File: src/rtl/reflet_mem_sequencer_pkg.sv
// Shared FSM states, access size codes and the active-width helper for the
// single-port RAM sequencer.
package reflet_mem_sequencer_pkg;

  typedef enum logic [2:0] {
    IDLE,
    READ,
    WAIT,
    WRITE,
    DONE
  } state_t;

  localparam logic [1:0] SIZE_FULL = 2'b00;
  localparam logic [1:0] SIZE_32   = 2'b01;
  localparam logic [1:0] SIZE_16   = 2'b10;
  localparam logic [1:0] SIZE_8    = 2'b11;

  // A size code only narrows the access when the word is wider than it.
  function automatic int narrow_width(input logic [1:0] size, input int wordsize);
    int w;
    w = wordsize;
    case (size)
      SIZE_FULL: w = wordsize;
      SIZE_32:   if (wordsize > 32) w = 32;
      SIZE_16:   if (wordsize > 16) w = 16;
      SIZE_8:    if (wordsize > 8) w = 8;
    endcase
    return w;
  endfunction

endpackage

File: src/rtl/reflet_rr_arbiter2.sv
// Two-way round-robin arbiter: under contention the port that was not granted
// last wins; last_grant only moves when a grant is actually issued.
module reflet_rr_arbiter2 (
  input  logic       clk,
  input  logic       reset,
  input  logic [1:0] req,
  input  logic       enable,
  output logic       grant_valid,
  output logic       grant_idx
);

  logic last_grant;

  always_comb begin
    grant_valid = enable & (|req);
    grant_idx   = req[1];
    if (req == 2'b11) grant_idx = ~last_grant;
  end

  always_ff @(posedge clk or negedge reset) begin
    if (!reset) last_grant <= 1'b1;
    else if (grant_valid) last_grant <= grant_idx;
  end

endmodule

File: src/rtl/reflet_mem_sequencer.sv
// Shares one single-port synchronous RAM between two requesters; narrow stores
// become read-modify-write and narrow loads are zero-extended.
module reflet_mem_sequencer
  import reflet_mem_sequencer_pkg::*;
#(
  parameter int DATA_W = 16
) (
  input  logic                  clk,
  input  logic                  reset,
  input  logic [1:0]            req,
  input  logic [1:0]            we,
  input  logic [3:0]            size,
  input  logic [2*DATA_W-1:0]   addr,
  input  logic [2*DATA_W-1:0]   wdata,
  output logic [1:0]            ack,
  output logic [DATA_W-1:0]     rdata,
  output logic                  busy,
  output logic [DATA_W-1:0]     ram_addr,
  output logic [DATA_W-1:0]     ram_data_out,
  output logic                  ram_write_en,
  input  logic [DATA_W-1:0]     ram_data_in
);

  state_t              state, state_nxt;
  logic                grant_valid, grant_idx;
  logic                sel_we;
  logic [1:0]          sel_size;
  logic [DATA_W-1:0]   sel_addr, sel_wdata, sel_mask;
  logic                lat_grant, lat_we, lat_narrow;
  logic [DATA_W-1:0]   lat_addr, lat_wdata, lat_mask, merge_data;

  // Ones over the bits an access of this size touches.
  function automatic logic [DATA_W-1:0] width_mask(input logic [1:0] sz);
    logic [DATA_W-1:0] m;
    int w;
    w = narrow_width(sz, DATA_W);
    for (int i = 0; i < DATA_W; i++) m[i] = (i < w);
    return m;
  endfunction

  reflet_rr_arbiter2 u_arb (
    .clk         (clk),
    .reset       (reset),
    .req         (req),
    .enable      (state == IDLE),
    .grant_valid (grant_valid),
    .grant_idx   (grant_idx)
  );

  assign sel_we     = grant_idx ? we[1] : we[0];
  assign sel_size   = grant_idx ? size[3:2] : size[1:0];
  assign sel_addr   = grant_idx ? addr[2*DATA_W-1:DATA_W] : addr[DATA_W-1:0];
  assign sel_wdata  = grant_idx ? wdata[2*DATA_W-1:DATA_W] : wdata[DATA_W-1:0];
  assign sel_mask   = width_mask(sel_size);
  assign lat_narrow = ~&lat_mask;
  assign busy       = (state != IDLE);

  // Request capture at grant: port inputs are ignored from here until IDLE.
  always_ff @(posedge clk) begin
    if (grant_valid) begin
      lat_grant <= grant_idx;
      lat_we    <= sel_we;
      lat_mask  <= sel_mask;
      lat_addr  <= sel_addr;
      lat_wdata <= sel_wdata;
    end
  end

  always_ff @(posedge clk) begin
    if (state == WAIT && lat_we)
      merge_data <= (ram_data_in & ~lat_mask) | (lat_wdata & lat_mask);
  end

  always_ff @(posedge clk or negedge reset) begin
    if (!reset) rdata <= '0;
    else if (state == WAIT && !lat_we) rdata <= ram_data_in & lat_mask;
  end

  always_ff @(posedge clk or negedge reset) begin
    if (!reset) state <= IDLE;
    else state <= state_nxt;
  end

  always_comb begin
    state_nxt    = state;
    ram_addr     = '0;
    ram_data_out = '0;
    ram_write_en = 1'b0;
    ack          = 2'b00;
    case (state)
      IDLE: begin
        if (grant_valid) state_nxt = (sel_we && (&sel_mask)) ? WRITE : READ;
      end
      READ: begin
        ram_addr  = lat_addr;
        state_nxt = WAIT;
      end
      WAIT: begin
        state_nxt = lat_we ? WRITE : DONE;
      end
      WRITE: begin
        ram_addr     = lat_addr;
        ram_data_out = lat_narrow ? merge_data : lat_wdata;
        ram_write_en = 1'b1;
        state_nxt    = DONE;
      end
      DONE: begin
        ack[lat_grant] = 1'b1;
        state_nxt      = IDLE;
      end
      default: state_nxt = IDLE;
    endcase
  end

endmodule

File: config.mk
export PLATFORM = sky130hd
export DESIGN_NAME = reflet_mem_sequencer
export DESIGN_NICKNAME = d
export VERILOG_FILES = /design/src/rtl/reflet_mem_sequencer_pkg.sv /design/src/rtl/reflet_rr_arbiter2.sv /design/src/rtl/reflet_mem_sequencer.sv
export SDC_FILE = /design/constraint.sdc
export NUM_CORES = 1
export LEC_CHECK = 0
export CAP_MARGIN = 20
export CELL_PAD_IN_SITES_DETAIL_PLACEMENT = 1
export CELL_PAD_IN_SITES_GLOBAL_PLACEMENT = 1
export CORE_ASPECT_RATIO = 0.8
export CORE_MARGIN = 3
export CORE_UTILIZATION = 43
export CTS_BUF_LIST = sky130_fd_sc_hd__clkbuf_4 sky130_fd_sc_hd__clkbuf_8 sky130_fd_sc_hd__clkbuf_16
export DETAILED_ROUTE_END_ITERATION = 12
export DONT_BUFFER_PORTS = 1
export GPL_TIMING_DRIVEN = 0
export PLACE_DENSITY_LB_ADDON = 0.1
export SYNTH_ARGS = -nofsm -noshare
export SYNTH_HDL_FRONTEND = slang
export SYNTH_HIERARCHICAL = 1
export SYNTH_SLANG_ARGS = --single-unit
File: constraint.sdc
create_clock -name clk -period 2.8 [get_ports clk]
set_clock_uncertainty 0.05 [all_clocks]
set_input_delay 0.84 -clock clk [delete_from_list [all_inputs] [get_ports clk]]
set_output_delay 0.84 -clock clk [all_outputs]
set_load 0.01 [all_outputs]
# Yosys cells after proc, flatten, opt, wreduce, memory -nomap -nowiden
# Index checks and enable logic that the tools add are counted.
[word_totals] register_bits=86 inputBits=90 word_cells=69
[classes] order_cmp=18 eq_ne=7 mux=17 bitwise=7 reduce_logical=11
[ops] op="$lt 5x32->1 const A" count=8
[ops] op="$lt 4x32->1 const A" count=4
[ops] op="$mux 16" count=5
[ops] op="$lt 3x32->1 const A" count=2
[ops] op="$and 16x16->16" count=3
[ops] op="$lt 1x32->1 const A" count=1
[ops] op="$lt 2x32->1 const A" count=1
[ops] op="$reduce_and 16->1" count=2
[ops] op="$not 16->16" count=1
[ops] op="$or 16x16->16" count=1
[ops] op="$pmux 3 s4" count=1
[ops] op="$eq 3x2->1 const B" count=2
[ops] op="$mux 2" count=3
[ops] op="$mux 3" count=2
[ops] op="$mux 5" count=1
[ops] op="$eq 2x2->1 const B" count=2
[ops] op="$logic_and 1x1->1" count=4
[ops] op="$mux 1" count=4
[ops] op="$reduce_or 2->1" count=2
[ops] op="$eq 3x1->1 const B" count=1
[ops] op="$eq 3x3->1 const B" count=1
[ops] op="$logic_not 3->1" count=1
[ops] op="$reduce_bool 3->1" count=1
[ops] op="$lt 1x2->1 const B" count=1
[ops] op="6 further kinds" count=6

# Longest topological paths before layout
# Gate-level depths: netlist of run 1.
[logic_depth] depth_word=11 ltp_mapped=6 mapped_depth_nobuf=4

# Modules after synthesis
# The synthesis of run 1 kept the hierarchy.
[modules_own_cells] mod="reflet_mem_sequencer" instances=1 cells_per_inst=241 area_each_um2=3194.3 seq_area_each_um2=2006.9
[modules_own_cells] mod="reflet_rr_arbiter2" instances=1 cells_per_inst=5 area_each_um2=52.6 seq_area_each_um2=26.3

# Least setup slack after synthesis of run 1
# OpenSTA, ideal clock, no wires.
[synth_timing] kind="register -> register" from="reg state[0]" to="reg merge_data[0] (enable)" arrival_time_ns=2.220 required_ns=2.316 setup_slack_ns=0.096 path_stages_with_launch=3 path_buffers=1 cell_sequence="dfrtp_1 -> buf_6 -> nor4bb_1"
[synth_between] elab_chain_cells=2
[synth_lines] element="start, declared" line="reflet_mem_sequencer.sv:24" source="state_t state, state_nxt;"
[synth_lines] element="start signal, assigned" line="reflet_mem_sequencer.sv:81" source="else state <= state_nxt;"
[synth_lines] element="$eq 3x2->1" line="reflet_mem_sequencer.sv:70" source="if (state == WAIT && lat_we)"
[synth_lines] element="$logic_and 1x1->1" line="reflet_mem_sequencer.sv:70"
[synth_lines] element="end signal, assigned" line="reflet_mem_sequencer.sv:71" source="merge_data <= (ram_data_in & ~lat_mask) | (lat_wdata & lat_mask);"
[synth_lines] element="end, declared" line="reflet_mem_sequencer.sv:30" source="logic [DATA_W-1:0] lat_addr, lat_wdata, lat_mask, merge_data;"
# Every way passes these cells.
# A chain may end at the register's enable or synchronous reset.

# Final worst setup path of run 1
[layout_timing] from="reg state[2]" to="out ram_addr[12]"
[layout_between] elab_chain_cells=3
[layout_lines] element="$eq 3x2->1 or $eq 3x1->1 (tied branches)" line="reflet_mem_sequencer.sv:90" source="case (state)"
[layout_lines] element="$reduce_or 2->1 (no source line) (*)"
[layout_lines] element="$mux 16 (*)" line="reflet_mem_sequencer.sv:90"
[layout_lines] element="end, declared" line="reflet_mem_sequencer.sv:18" source="output logic [DATA_W-1:0] ram_addr,"
# Mark *: on every way between the ends. The rest lies on a longest branch, timed or not.

==> metrics, run 1 <==
status completed; htree depth 3; Max Slew Vio Count 0; ys async rst share 28.2%; Final ANT Viol Nets 0; routed via count 1939; CTS tree done; Req. time, crit path 1.91 ns; DR iter-0 viols 33; Netlist cell types 31; Pleak 1.41 nW; Placement Cell Area around 3400 um2; Critical Path Start state[2]$_DFFE_PN0P_; most common cell in the netlist edfxtp_1; peak supply drop 406 uV; die area 8640 um2; maxcap violations 0; RSZ-0062 raised after global routing false; Core Area 7090 um2; Netlist Area Pre-Place roughly 3200 um2; Post-synth EDFFs 51; Reg2Reg Setup Slack around 0.5 ns; HP Class in -> async; Synth top cells by count edfxtp_1 (51), mux2_2 (39), nand2_1 (27), dfrtp_1 (19); post-DR wirelength/cell 19.7 um; Avg Cell Area, Syn 13.2 um2; Clock Latency Late Sink 0.35 ns; top_reg_cell synth edfxtp_1; hpwl dp about 5.0 mm; worst reg2reg endpoint lat_wdata[14]$_DFFE_PP_; number of global-route vias before repair roughly 2100; Rows 27; Final Cycle Share between 90% and 100%; final core occ 51.1%; FF-to-FF path depth 4; Critical Path End Type output port; cells after synthesis 246; Placed Cells incl. Taps 334; global route total overflow 0; initial antenna violation count 0; global-route wire length before repair 11.0 mm; Port-buffer cells 0; Critical R2R Launch u_arb/last_grant$_DFFE_PN1P_; ranking of synthesized cells by area edfxtp_1 (47%), dfrtp_1 (15%), mux2_2 (14%); Die Ht between 80 and 90 um; post-layout min period around 2.6 ns; clk slew on worst S/H paths 0.08 ns; Die Span X between 100 and 150 um; final wirelength 6.92 mm; DRT Pass-1 Iters 4; clk buf depth 2; worst-path fanout max 10; register area share after synthesis 62.6%; largest net degree at the start of global routing 38; post-route cell area 3620 um2; TritonCTS Sinks 71; # nets final 349; critical path arrival 1.70 ns; CP Launch Type register; GR Util All Layers 16.9%; Final Non-Filler Cells about 350; Seq cells post-synth 71; initial core utilization 45.8%; share of cells above drive strength 1 26.9%; clk root buf clkbuf_8; Placement Setup Slack -0.0278 ns; Setup violations, final 0; PD cells roughly 1000 nW/um2; Slew headroom a little over half; Ys Warns 6; cts bufs inserted 9; Ant. Diodes 0; critical path class reg -> out; vias per cell 5.52; share of the synthesized area in the top cell type 47.2%; P&R area growth vs syn 11.6%; GPL Wtd Cong around 0.69; syn_nets 336; fmax 0.386 GHz; Slew @ Worst Pin 0.700 ns; cell taking the most area after synthesis edfxtp_1; Hold Vio Cnt, Final 0; DRC viols 0; setup ws final 0.212 ns; Top Ports 142
cell usage in the layout (no fill, tap or decap), types with 2 or more instances in the layout:
cell type / n
inv_1: 11
dfrtp_1: 19
buf_6: 4
edfxtp_1: 51
a21oi_1: 9
o21ai_0: 16
mux2i_1: 8
mux2_4: 3
clkbuf_1: 8
clkbuf_16: 2
clkbuf_8: 11
and2_1: 16
nand2b_1: 8
nand2_1: 27
mux2_2: 39
inv_4: 2
buf_1: 2
nor2_1: 8
metrics by stage:
| stage | hold slack (ns) | power [mW] | setup TNS, ns |
|---|---|---|---|
| global route | 0.0913 | 3.97 | 0 |
| global placement | 0.382 | 2.83 | -27.48 |
| finish | 0.125 | 3.70 | 0 |
| CTS | 0.103 | 3.76 | 0 |
| detailed placement | 0.387 | 2.87 | -0.0892 |
| floorplan | 0.376 | 2.58 | 0 |
flip-flops by register name, indices dropped and copies added (netlist names):
| register | count |
|---|---|
| rdata | 16 |
| state | 3 |
| lat_we | 1 |
| lat_addr | 16 |
| lat_mask | 1 |
| u_arb/last_grant | 1 |
| lat_wdata | 16 |
| merge_data | 16 |
| lat_grant | 1 |
cells by family after synthesis:
family | synth area share (%)
AOI/OAI and AO/OA | 5.51
DFF | 62.6
buffers and inverters | 3.78
muxes | 17.4
and+or+nand+nor | 10.7
critical path: stages, from the launching register on:
cell and delay (ns):
dfrtp_1 0.49, nor2b_2 0.30, clkbuf_1 0.31, and2_1 0.25
area by class of cell:
class                   instances  area [um2]
flip-flops and latches         71        2030
clock buffers                  13         201
fillers                       706        3470
plain buffers                  15        81.3
clock inverters                 3        17.5
inverters                      11        41.3
repair buffers                  2        18.8
well taps                      87         109
multi-input cells             149        1120
layer usage:
layer | vias up | GRT usage (%) | routed length [um]
met4 | 0 | 4.59 | 64
met1 | 945 | 20.7 | 2950
met2 | 89 | 25.9 | 3220
li1 | 897 | - | -
met5 | - | 0 | 0
met3 | 8 | 8.77 | 692
how the worst max path moves through the flow:
stage                              end  slack [ns]  cells past startpoint
4_1_cts                   ram_addr[12]        0.13                      3
3_5_place_dp   lat_wdata[14]$_DFFE_PP_       -0.03                      4
3_3_place_gp   merge_data[2]$_DFFE_PP_       -1.07                      2
2_1_floorplan  merge_data[0]$_DFFE_PP_         0.1                      2
6_report                  ram_addr[12]        0.21                      3
5_1_grt                   ram_addr[12]        0.01                      3
report_power, final:
| part | total, mW | switching [mW] | internal [mW] |
|---|---|---|---|
| Clock | 0.866 | 0.388 | 0.478 |
| Sequential | 1.83 | 0.219 | 1.61 |
| Combinational | 1.00 | 0.595 | 0.410 |
| Total | 3.70 | 1.20 | 2.50 |
timing repair:
item                       in CTS  in global routing
gates resized for setup         1                  2
hold buffers                    0                  0
setup endpoints to repair      10                  2
setup buffers                   1                  0
Note: power is estimated with default switching activity, not from simulation.
==> run 2, diff against run 1 <==
==> constraint.sdc (replaced) <==
create_clock -name clk -period 2.8 [get_ports clk]
set_clock_uncertainty 0.05 [all_clocks]
set_input_delay 0.84 -clock clk [delete_from_list [all_inputs] [get_ports clk]]
set_output_delay 0.84 -clock clk [all_outputs]
set_load 0.005 [all_outputs]
==> run 2 against run 1 <==
Against the previous run:
- combinational power down 4%
- worst setup slack better by 0.032 ns
- count of clock-buffer cells in the layout unchanged
- largest cell class unchanged
==> metrics, run 2 (synthesis gave the netlist of run 1 again) <==
Ant. Diodes 0 (unchanged); peak supply drop 405 uV (-0.25%); PD cells 999 nW/um2 (-2.3%); critical path class reg -> out; HP Class in -> async; Max Slew Vio Count 0 (unchanged); global-route wire length before repair 11.0 mm (+0.12%); RSZ-0062 raised after global routing false; DR iter-0 viols 33 (unchanged); maxcap violations 0 (unchanged); GR Util All Layers 16.9% (+0.017 points); clk root buf clkbuf_8; routed via count 1941 (+0.10%); Final Non-Filler Cells 351 (unchanged); Tot Pwr 3.62 mW (-2.3%); fmax 0.391 GHz (+1.2%); final wirelength 6.94 mm (+0.19%); Clock Latency Late Sink 0.35 ns (about the same); cts bufs inserted 9 (unchanged); DRC viols 0 (unchanged); Placement Cell Area 3380 um2 (unchanged); P&R area growth vs syn 11.6% (unchanged); Slew headroom 56.1% (+3.5 points); initial antenna violation count 0 (unchanged); Final ANT Viol Nets 0 (unchanged); Critical Path End Type output port; most frequent cells in the layout edfxtp_1 (51), mux2_2 (39), nand2_1 (27); htree depth 3 (unchanged); largest net degree at the start of global routing 38 (unchanged); post-DR wirelength/cell 19.8 um (+0.19%); Placed Cells incl. Taps 334 (unchanged); Post-CTS Hold Buffers 0 (unchanged); Top Ports 142 (unchanged); clk buf depth 2 (unchanged); FF-to-FF path depth 4 (unchanged); Core Area 7090 um2 (unchanged); # nets final 349 (unchanged); CP Launch Type register; status completed; clk slew on worst S/H paths 0.08 ns (about the same); GPL Wtd Cong 0.686 (unchanged); global route total overflow 0 (unchanged); Hold Vio Cnt, Final 0 (unchanged); DRT Pass-1 Iters 4 (unchanged); final core occ 51.1% (unchanged); Rows 27 (unchanged); share of cells above drive strength 1 26.9% (unchanged); number of global-route vias before repair 2128 (+0.14%); TritonCTS Sinks 71 (unchanged); critical path arrival 1.67 ns (-0.03 ns); post-route cell area 3620 um2 (unchanged); Setup violations, final 0 (unchanged); hpwl dp 4.99 mm (unchanged); WHS 0.125 ns (+0.000613 ns); post-layout min period 2.56 ns (-0.0316 ns); vias per cell 5.53 (+0.10%); Final Cycle Share 91.3% (-1.1 points); initial core utilization 45.8% (unchanged); most common cell after layout, fill and taps aside edfxtp_1; Die Ht 83.7 um (unchanged); Slew @ Worst Pin 0.658 ns (-0.0420 ns); die area 8640 um2 (unchanged); Die Span X 103 um (unchanged); CTS tree done; Pleak 1.41 nW (unchanged); Req. time, crit path 1.91 ns (about the same); Port-buffer cells 0 (unchanged); worst-path fanout max 10 (unchanged)
## run 2: cell counts in the layout (fill, tap and decap cells not counted)
No cell type changed its count.
## run 2: area by class of cell
class	instances	area, um2
clock buffers	13	201
flip-flops and latches	71	2030
clock inverters	3	17.5
well taps	87	109
multi-input cells	149	1120
fillers	706	3470
repair buffers	2	18.8
plain buffers	15	81.3
inverters	11	41.3
## run 2: routing by layer
layer	GRT usage [%]	wire length, um	vias up
li1	-	-	897
met3	8.77	691	8
met5	0	0	-
met2	26.0	3240	89
met1	20.7	2940	947
met4	4.59	64	0
## run 2: metrics by stage
stage | setup slack, ns | setup TNS [ns]
floorplan | 0.0960 | 0
global placement | -1.07 | -27.48
detailed placement | -0.0278 | -0.0892
CTS | 0.0266 | 0
global route | 0.0553 | 0
finish | 0.244 | 0
## run 2: path summary, 6_finish.rpt
kind / startpoint / end / slack, ns
setup reg to reg: u_arb/last_grant$_DFFE_PN1P_ / lat_wdata[14]$_DFFE_PP_ / 0.50
max in group asynchronous: reset / u_arb/last_grant$_DFFE_PN1P_ / 2.41
min in group clk: lat_wdata[7]$_DFFE_PP_ / merge_data[7]$_DFFE_PP_ / 0.40
setup / recovery: state[2]$_DFFE_PN0P_ / ram_addr[12] / 0.24
hold reg to reg: lat_wdata[7]$_DFFE_PP_ / merge_data[7]$_DFFE_PP_ / 0.40
hold / removal: reset / rdata[13]$_DFFE_PN0P_ / 0.13
## run 2: critical path, stage by stage, from the launching register on
cell	delay (ns)
dfrtp_1	0.49
nor2b_2	0.29
clkbuf_1	0.32
and2_1	0.22
## run 2: report_power, final
group / internal [mW] / switching [mW] / total, mW
Sequential: 1.61 / 0.177 / 1.79
Combinational: 0.409 / 0.553 / 0.963
Clock: 0.478 / 0.388 / 0.866
## run 2: repair_timing
action / 4_1_cts / 5_1_grt
setup endpoints to repair: 8 / 11
gates resized for setup: 0 / 3
buffers inserted: 1 / 0
